**config.mk**
```make
export PLATFORM = sky130hd
export DESIGN_NAME = toy_mem_arbiter
export DESIGN_NICKNAME = d
export VERILOG_FILES = /design/src/rtl/toy_arb_pkg.sv /design/src/rtl/toy_rr_picker.sv /design/src/rtl/toy_mem_arbiter.sv
export SDC_FILE = /design/constraint.sdc
export NUM_CORES = 1
export LEC_CHECK = 0
export ABC_AREA = 1
export ABC_CLOCK_PERIOD_IN_PS = 1600
export CORE_ASPECT_RATIO = 0.5
export CORE_MARGIN = 8
export CORE_UTILIZATION = 25
export DETAILED_ROUTE_END_ITERATION = 16
export PLACE_DENSITY = 0.6
export SETUP_SLACK_MARGIN = 0.3
export SYNTH_ARGS = -nofsm -noshare
export SYNTH_HDL_FRONTEND = slang
export SYNTH_SLANG_ARGS = --single-unit
```
**constraint.sdc**
```tcl
create_clock -name CLK -period 1.6 [get_ports CLK]
set_input_delay 0.32 -clock CLK [delete_from_list [all_inputs] [get_ports CLK]]
set_output_delay 0.32 -clock CLK [all_outputs]
set_load 0.01 [all_outputs]
```
**src/rtl/toy_arb_pkg.sv**
```systemverilog
// Shared definitions for the toy memory arbiter: FSM encodings, requester IDs,
// default widths and a one-hot helper.
package toy_arb_pkg;

  localparam int unsigned DEF_ADDR_W  = 8;
  localparam int unsigned DEF_DATA_W  = 8;
  localparam int          DEF_MEM_LAT = 1;

  localparam logic [1:0] ST_IDLE   = 2'd0;
  localparam logic [1:0] ST_ACCESS = 2'd1;
  localparam logic [1:0] ST_DONE   = 2'd2;

  localparam logic RQ_CPU = 1'b0;
  localparam logic RQ_LD  = 1'b1;

  function automatic logic [1:0] rq_onehot(input logic id);
    return (id == RQ_LD) ? 2'b10 : 2'b01;
  endfunction

endpackage

```
**src/rtl/toy_rr_picker.sv**
```systemverilog
// Two-way round-robin select: a lone request wins outright, a tie goes to the
// requester that was not served last.
module toy_rr_picker
  import toy_arb_pkg::*;
(
  input  logic [1:0] i_req,
  input  logic       i_last,
  output logic [1:0] o_pick
);

  always_comb begin
    o_pick = i_req;
    if (&i_req) o_pick = rq_onehot(~i_last);
  end

endmodule

```
**src/rtl/toy_mem_arbiter.sv**
```systemverilog
// Round-robin arbiter sharing one memory port between the CPU and the loader.
// Optional build macro ARB_LOCK_EN adds CPU_LOCK/LD_LOCK for locked re-grants.
module toy_mem_arbiter
  import toy_arb_pkg::*;
#(
  parameter int unsigned ADDR_W  = DEF_ADDR_W,
  parameter int unsigned DATA_W  = DEF_DATA_W,
  parameter int          MEM_LAT = DEF_MEM_LAT
) (
  input  logic              CLK,
`ifdef ARB_LOCK_EN
  input  logic              CPU_LOCK,
  input  logic              LD_LOCK,
`endif
  input  logic              RESET,
  input  logic              CPU_REQ,
  input  logic              CPU_WE,
  input  logic [ADDR_W-1:0] CPU_ADDR,
  input  logic [DATA_W-1:0] CPU_WDATA,
  output logic              CPU_ACK,
  output logic [DATA_W-1:0] CPU_RDATA,
  input  logic              LD_REQ,
  input  logic              LD_WE,
  input  logic [ADDR_W-1:0] LD_ADDR,
  input  logic [DATA_W-1:0] LD_WDATA,
  output logic              LD_ACK,
  output logic [DATA_W-1:0] LD_RDATA,
  output logic              MEM_EN,
  output logic              WRITE_EN,
  output logic [ADDR_W-1:0] ADDR,
  output logic [DATA_W-1:0] D_IN,
  input  logic [DATA_W-1:0] D_OUT,
  output logic [1:0]        GNT,
  output logic              BUSY
);

  generate
    if (MEM_LAT < 1) begin : g_bad_lat
      $error("toy_mem_arbiter: MEM_LAT must be >= 1");
    end
  endgenerate

  localparam int CNT_W = (MEM_LAT > 1) ? $clog2(MEM_LAT) : 1;

  logic [1:0]        r_state;
  logic              r_owner;
  logic              r_last;
  logic              r_we;
  logic [CNT_W-1:0]  r_cnt;
  logic [ADDR_W-1:0] r_addr;
  logic [DATA_W-1:0] r_wdata;
  logic [DATA_W-1:0] r_cpu_rdata;
  logic [DATA_W-1:0] r_ld_rdata;

  logic [1:0]        w_req;
  logic [1:0]        w_pick;
  logic              w_regrant;
  logic              w_sel;

  assign w_req = {LD_REQ, CPU_REQ};

  toy_rr_picker u_picker (
    .i_req  (w_req),
    .i_last (r_last),
    .o_pick (w_pick)
  );

`ifdef ARB_LOCK_EN
  logic r_lock_hold;
  logic w_owner_lock;

  // Lock is sampled in DONE and honoured only in the IDLE cycle right after it.
  assign w_owner_lock = (r_owner == RQ_LD) ? LD_LOCK : CPU_LOCK;
  assign w_regrant    = r_lock_hold && w_req[r_owner];

  always_ff @(posedge CLK) begin
    if (RESET) r_lock_hold <= 1'b0;
    else       r_lock_hold <= (r_state == ST_DONE) && w_owner_lock;
  end
`else
  assign w_regrant = 1'b0;
`endif

  assign w_sel = w_regrant ? r_owner : w_pick[RQ_LD];

  always_ff @(posedge CLK) begin
    if (RESET) begin
      r_state     <= ST_IDLE;
      r_owner     <= RQ_CPU;
      r_last      <= RQ_LD;
      r_we        <= 1'b0;
      r_cnt       <= '0;
      r_addr      <= '0;
      r_wdata     <= '0;
      r_cpu_rdata <= '0;
      r_ld_rdata  <= '0;
    end else begin
      case (r_state)
        ST_IDLE: begin
          if (|w_pick) begin
            r_state <= ST_ACCESS;
            r_owner <= w_sel;
            r_we    <= (w_sel == RQ_LD) ? LD_WE    : CPU_WE;
            r_addr  <= (w_sel == RQ_LD) ? LD_ADDR  : CPU_ADDR;
            r_wdata <= (w_sel == RQ_LD) ? LD_WDATA : CPU_WDATA;
            r_cnt   <= CNT_W'(MEM_LAT - 1);
            if (!w_regrant) r_last <= w_sel;
          end
        end
        ST_ACCESS: begin
          if (r_cnt == '0) begin
            r_state <= ST_DONE;
            if (!r_we) begin
              if (r_owner == RQ_LD) r_ld_rdata  <= D_OUT;
              else                  r_cpu_rdata <= D_OUT;
            end
          end else begin
            r_cnt <= r_cnt - CNT_W'(1);
          end
        end
        ST_DONE: r_state <= ST_IDLE;
        default: r_state <= ST_IDLE;
      endcase
    end
  end

  assign MEM_EN    = (r_state == ST_ACCESS);
  assign WRITE_EN  = MEM_EN && r_we;
  assign ADDR      = r_addr;
  assign D_IN      = r_wdata;
  assign BUSY      = (r_state != ST_IDLE);
  assign GNT       = BUSY ? rq_onehot(r_owner) : 2'b00;
  assign CPU_ACK   = (r_state == ST_DONE) && (r_owner == RQ_CPU);
  assign LD_ACK    = (r_state == ST_DONE) && (r_owner == RQ_LD);
  assign CPU_RDATA = r_cpu_rdata;
  assign LD_RDATA  = r_ld_rdata;

endmodule

```
[Yosys cells after proc, flatten, opt, wreduce, memory -nomap -nowiden]
Index checks and enable logic that the tools add are counted.
Word-level totals
  register bits after elaboration: 38
  input port bits: 46
  logic and storage cells: 43
Cells by class
  add/sub/neg operators: 1
  eq/ne operators: 4
  muxes and demuxes: 13
  bitwise operators: 3
  reduce and logical (&&, ||, !) cells: 13
Operator list (number)
  $mux 8: 2
  $mux 2: 6
  $reduce_and 2->1: 4
  $reduce_and 4->1: 2
  $ne 2x2->1 const B: 2
  $pmux 2 s2: 1
  $reduce_bool 2->1: 2
  $logic_and 1x1->1: 3
  $mux 1: 3
  $not 1->1: 3
  $eq 2x1->1 const B: 1
  $eq 2x2->1 const B: 1
  $logic_not 2->1: 1
  $pmux 1 s2: 1
  $reduce_or 2->1: 1
  $sub 1x1->1 const B: 1

[Depth between registers and ports, before layout]
  depth after elaboration: 5
  depth in mapped cells: 7

[By module]
Synthesis repeated with hierarchy kept, for this count alone.
Unflattened totals
  cell total of the unflattened synthesis: 290
  area, all modules: 1819.2 um^2
Modules (own cells, without submodules)
  toy_mem_arbiter: instances 1, cells an instance 285, area an instance 1798.0 um^2
  toy_rr_picker: instances 1, cells an instance 5, area an instance 21.3 um^2

[Worst setup path after synthesis]
Ideal clock, no wire load.
  path type: register to output
  start: register r_state[0]
  end: output WRITE_EN
  data arrival time: 1068 ps
  required time: 1280 ps
  path slack: 212 ps
  stages on the path, launching flop included: 6
  buffers on the path: 1
  cell sequence: dfxtp_1 > inv_1 > nor2_2 > buf_4 > inv_1 > nor2_1
On the way
  cells in the longest elaborated chain, start to end: 2
RTL lines
  start: declaration: RTL line toy_mem_arbiter.sv:45  | logic [1:0] r_state;
  start signal: assignment: RTL line toy_mem_arbiter.sv:88  | r_state <= ST_IDLE;
  start signal: assignment: RTL line toy_mem_arbiter.sv:101  | r_state <= ST_ACCESS;
  start signal: assignment: RTL line toy_mem_arbiter.sv:112  | r_state <= ST_DONE;
  $eq 2x1->1: RTL line toy_mem_arbiter.sv:127  | assign MEM_EN = (r_state == ST_ACCESS);
  via MEM_EN: RTL line toy_mem_arbiter.sv:28  | output logic MEM_EN,
  $logic_and 1x1->1: RTL line toy_mem_arbiter.sv:128  | assign WRITE_EN = MEM_EN && r_we;
  end: declaration: RTL line toy_mem_arbiter.sv:29  | output logic WRITE_EN,
The timed path passes the listed nets, and every way through them passes these cells.

[Worst setup path after layout]
  start: register r_state[0]
  end: output CPU_ACK
On the way
  cells in the longest elaborated chain, start to end: 2
RTL lines
  $eq 2x2->1: RTL line toy_mem_arbiter.sv:133  | assign CPU_ACK = (r_state == ST_DONE) && (r_owner == RQ_CPU);
  $logic_and 1x1->1: RTL line toy_mem_arbiter.sv:133
  end: declaration: RTL line toy_mem_arbiter.sv:20  | output logic CPU_ACK,
Every way passes these cells.

==> flow_metrics.tcl <==
set metrics [dict create \
    min_period_ns 1.37 \
    synth.avg_cell_area_um2 6.39 \
    cap_violations 0 \
    syn-instance-count 289 \
    power.share.switching_pct 29.8 \
    core_mm2 0.00724 \
    cp-start-kind "flip-flop" \
    rsz0062_at_grt "true" \
    drt_iter0_drc 74 \
    tns_ns 0 \
    die_h_um 76.8 \
    crit_required_ns 1.28 \
    wl_um 5850 \
    die_area_mm2 0.0106 \
    via_per_inst 4.13 \
    final_cell_mix "nand2_1, nor2_1, clkdlybuf4s50_1, dfxtp_1, dlygate4sd2_1" \
    critPathKind "flip-flop to output pin" \
    cts_buffer_depth 2 \
    synth_cell_types 17 \
    cts-root-buf "clkbuf_16" \
    route.antenna.remaining_nets 0 \
    worst_pin_slew_ns 0.228 \
    drv_slew 0 \
    rrSetupSlack_ns 0.33 \
    seqPwrFrac_pct 37.6 \
    irDropWorstVdd_uv 418 \
    antenna_cells 0 \
    hold_slack_ns 0.470 \
    yosysWarningCount 0 \
    tritoncts "yes" \
    yosysSeqAreaShare_pct 40.1 \
    synth_nets 335 \
    first_pass_iters 4 \
    cp_data_arrival_time_ns 1.05 \
    antenna_found_initial 0 \
    ff2ff_path_depth 8 \
    setup_violations 0 \
    fin_ws_ns 0.228 \
    htreeDepth 2 \
    numCtsBuffers 5 \
    highest_layer "met4" \
    grt_pass1_vias 2015 \
    p_clk_share_pct 34.1 \
    num_io_pins 85 \
    p_leak_nw 1.53 \
    endpoint_kind "output pin" \
    final_util_pct 43.3 \
    drive_gt1_share_pct 16.2 \
    grt-ovfl-total 0 \
    ys_ff_latch 37 \
    dp.final_hpwl_um 4350 \
    relSlewSlack_pct 84.6 \
    yosysTopAreaCellShare_pct 40.1 \
    p_per_area_mw_per_mm2 896 \
    globalplace.congestion 0.730 \
    synthesis.area_mm2 0.00185 \
    preCtsSetupSlack_ns 0.00572 \
    switchingPower_w 0.000837 \
    fin_worst_skew_ns 0.00233 \
    wl_met1_um 2530 \
    r2r-end "D_IN[6]" \
    cp_max_fo 5 \
    area_delta_synth_final_pct 69.9 \
    synth_top_area_cell "dfxtp_1" \
    hold_depth 2 \
    nets 433 \
    row_count 22 \
    placed_cell_area_mm2 0.00288 \
    holdBufCountCts 0 \
    status "complete, no violations" \
    finalCritPeriodShare_pct 85.7 \
    final_common_cell "nand2_1" \
    clkLatencyLatePin_ns 0.28 \
    wl_met2_um 2830 \
    hold_path.startpoint "r_last" \
    initial_utilization_pct 25.5 \
    synthTopCellsByArea "dfxtp_1, nor2_1, nand2_1" \
    grt_max_degree 23 \
    reg2reg_from "r_state[1]" \
    drc_errors 0 \
    min_to "r_last" \
    vias 2001 \
    die_w_um 138 \
    max_freq_ghz 0.729 \
    route.met3.wl_um 434 \
    hold_violations 0 \
    hold_class "flip-flop to flip-flop" \
    p_comb_share_pct 28.3 \
    track_usage_pct 11.1 \
    fin_area_mm2 0.00314 \
    internal-power_w 0.00197 \
    clk_pin_slew_worst_paths_ns 0.06 \
    numClockSinks 37 \
    wl_per_cell_um 12.1 \
    grt_pass1_wl_um 9520 \
    port_buffers 84 \
]
[through the flow]
stage          std cells  total power (W)
4_1_cts              481          0.00280
3_3_place_gp         471          0.00185
3_5_place_dp         471          0.00186
6_report             484          0.00281
2_1_floorplan        289          0.00145
5_1_grt              484          0.00300
[what timing repair did]
item / CTS / global route
gates cloned: 0 / 1
buffers inserted: 2 / 2
pin swaps: 4 / 10
resized for setup: 79 / 30
endpoints found under the setup margin: 65 / 42
[kinds of logic (layout without fill, tap and decap cells)]
kind of cell | after synthesis | after routing | share of synthesized area, %
and+or+nand+nor | 186 | 186 | 42.0
DFF | 37 | 37 | 40.1
buffers and inverters | 47 | 146 | 10.4
AOI/OAI and AO/OA | 19 | 19 | 7.46
[worst max path at each step]
stage          startpoint       end  slack [ns]  cells after the start
2_1_floorplan  r_state[0]  WRITE_EN        0.32                      5
3_5_place_dp   r_state[0]  WRITE_EN       0.006                      5
4_1_cts        r_state[0]  WRITE_EN        0.18                      5
3_3_place_gp   r_state[1]    LD_ACK        0.02                      3
5_1_grt        r_state[0]  WRITE_EN        0.18                      5
6_report       r_state[0]   CPU_ACK        0.23                      3
[critical path: stages (launching register included)]
cell     delay [ns]
dfxtp_4        0.37
buf_4          0.14
nor3_4         0.10
buf_2          0.15
[synth_stat cells (all sizes together)]
cell type,count
nand2,71
clkbuf,9
a21oi,1
dfxtp,37
o21ai,1
nor2,77
buf,8
a21boi,17
inv,28
clkinv,2
nor3,2
nand4,16
nand3,20
[final cells by class]
class | count | area [µm²]
Clock buffer | 5 | 125
Fill cell | 772 | 4100
Timing Repair Buffer | 108 | 1000
Multi-Input combinational cell | 205 | 997
Sequential cell | 37 | 752
Tap cell | 96 | 120
Inverter | 30 | 120
Clock inverter | 3 | 17.5
[routing by layer]
layer | vias up | GRT usage [%]
met2 | 42 | 19.6
met4 | 0 | 3.23
met3 | 8 | 4.16
met5 | - | 0
met1 | 851 | 12.2
li1 | 1100 | -
[registers in the layout (all words and copies together) (netlist names)]
register,flops
ADDR,8
CPU_RDATA,8
D_IN,8
LD_RDATA,8
r_last,1
r_owner,1
r_state,2
r_we,1
[power groups by stage]
stage	Clock (W)	Sequential (W)	Combinational, W
global route	0.00104	0.00107	0.000892
CTS	0.00100	0.00106	0.000742
detailed placement	0	0.00107	0.000782
finish	0.000959	0.00106	0.000796
floorplan	0	0.00111	0.000344
global placement	0	0.00107	0.000781
Power figures use the tool's default switching activity.
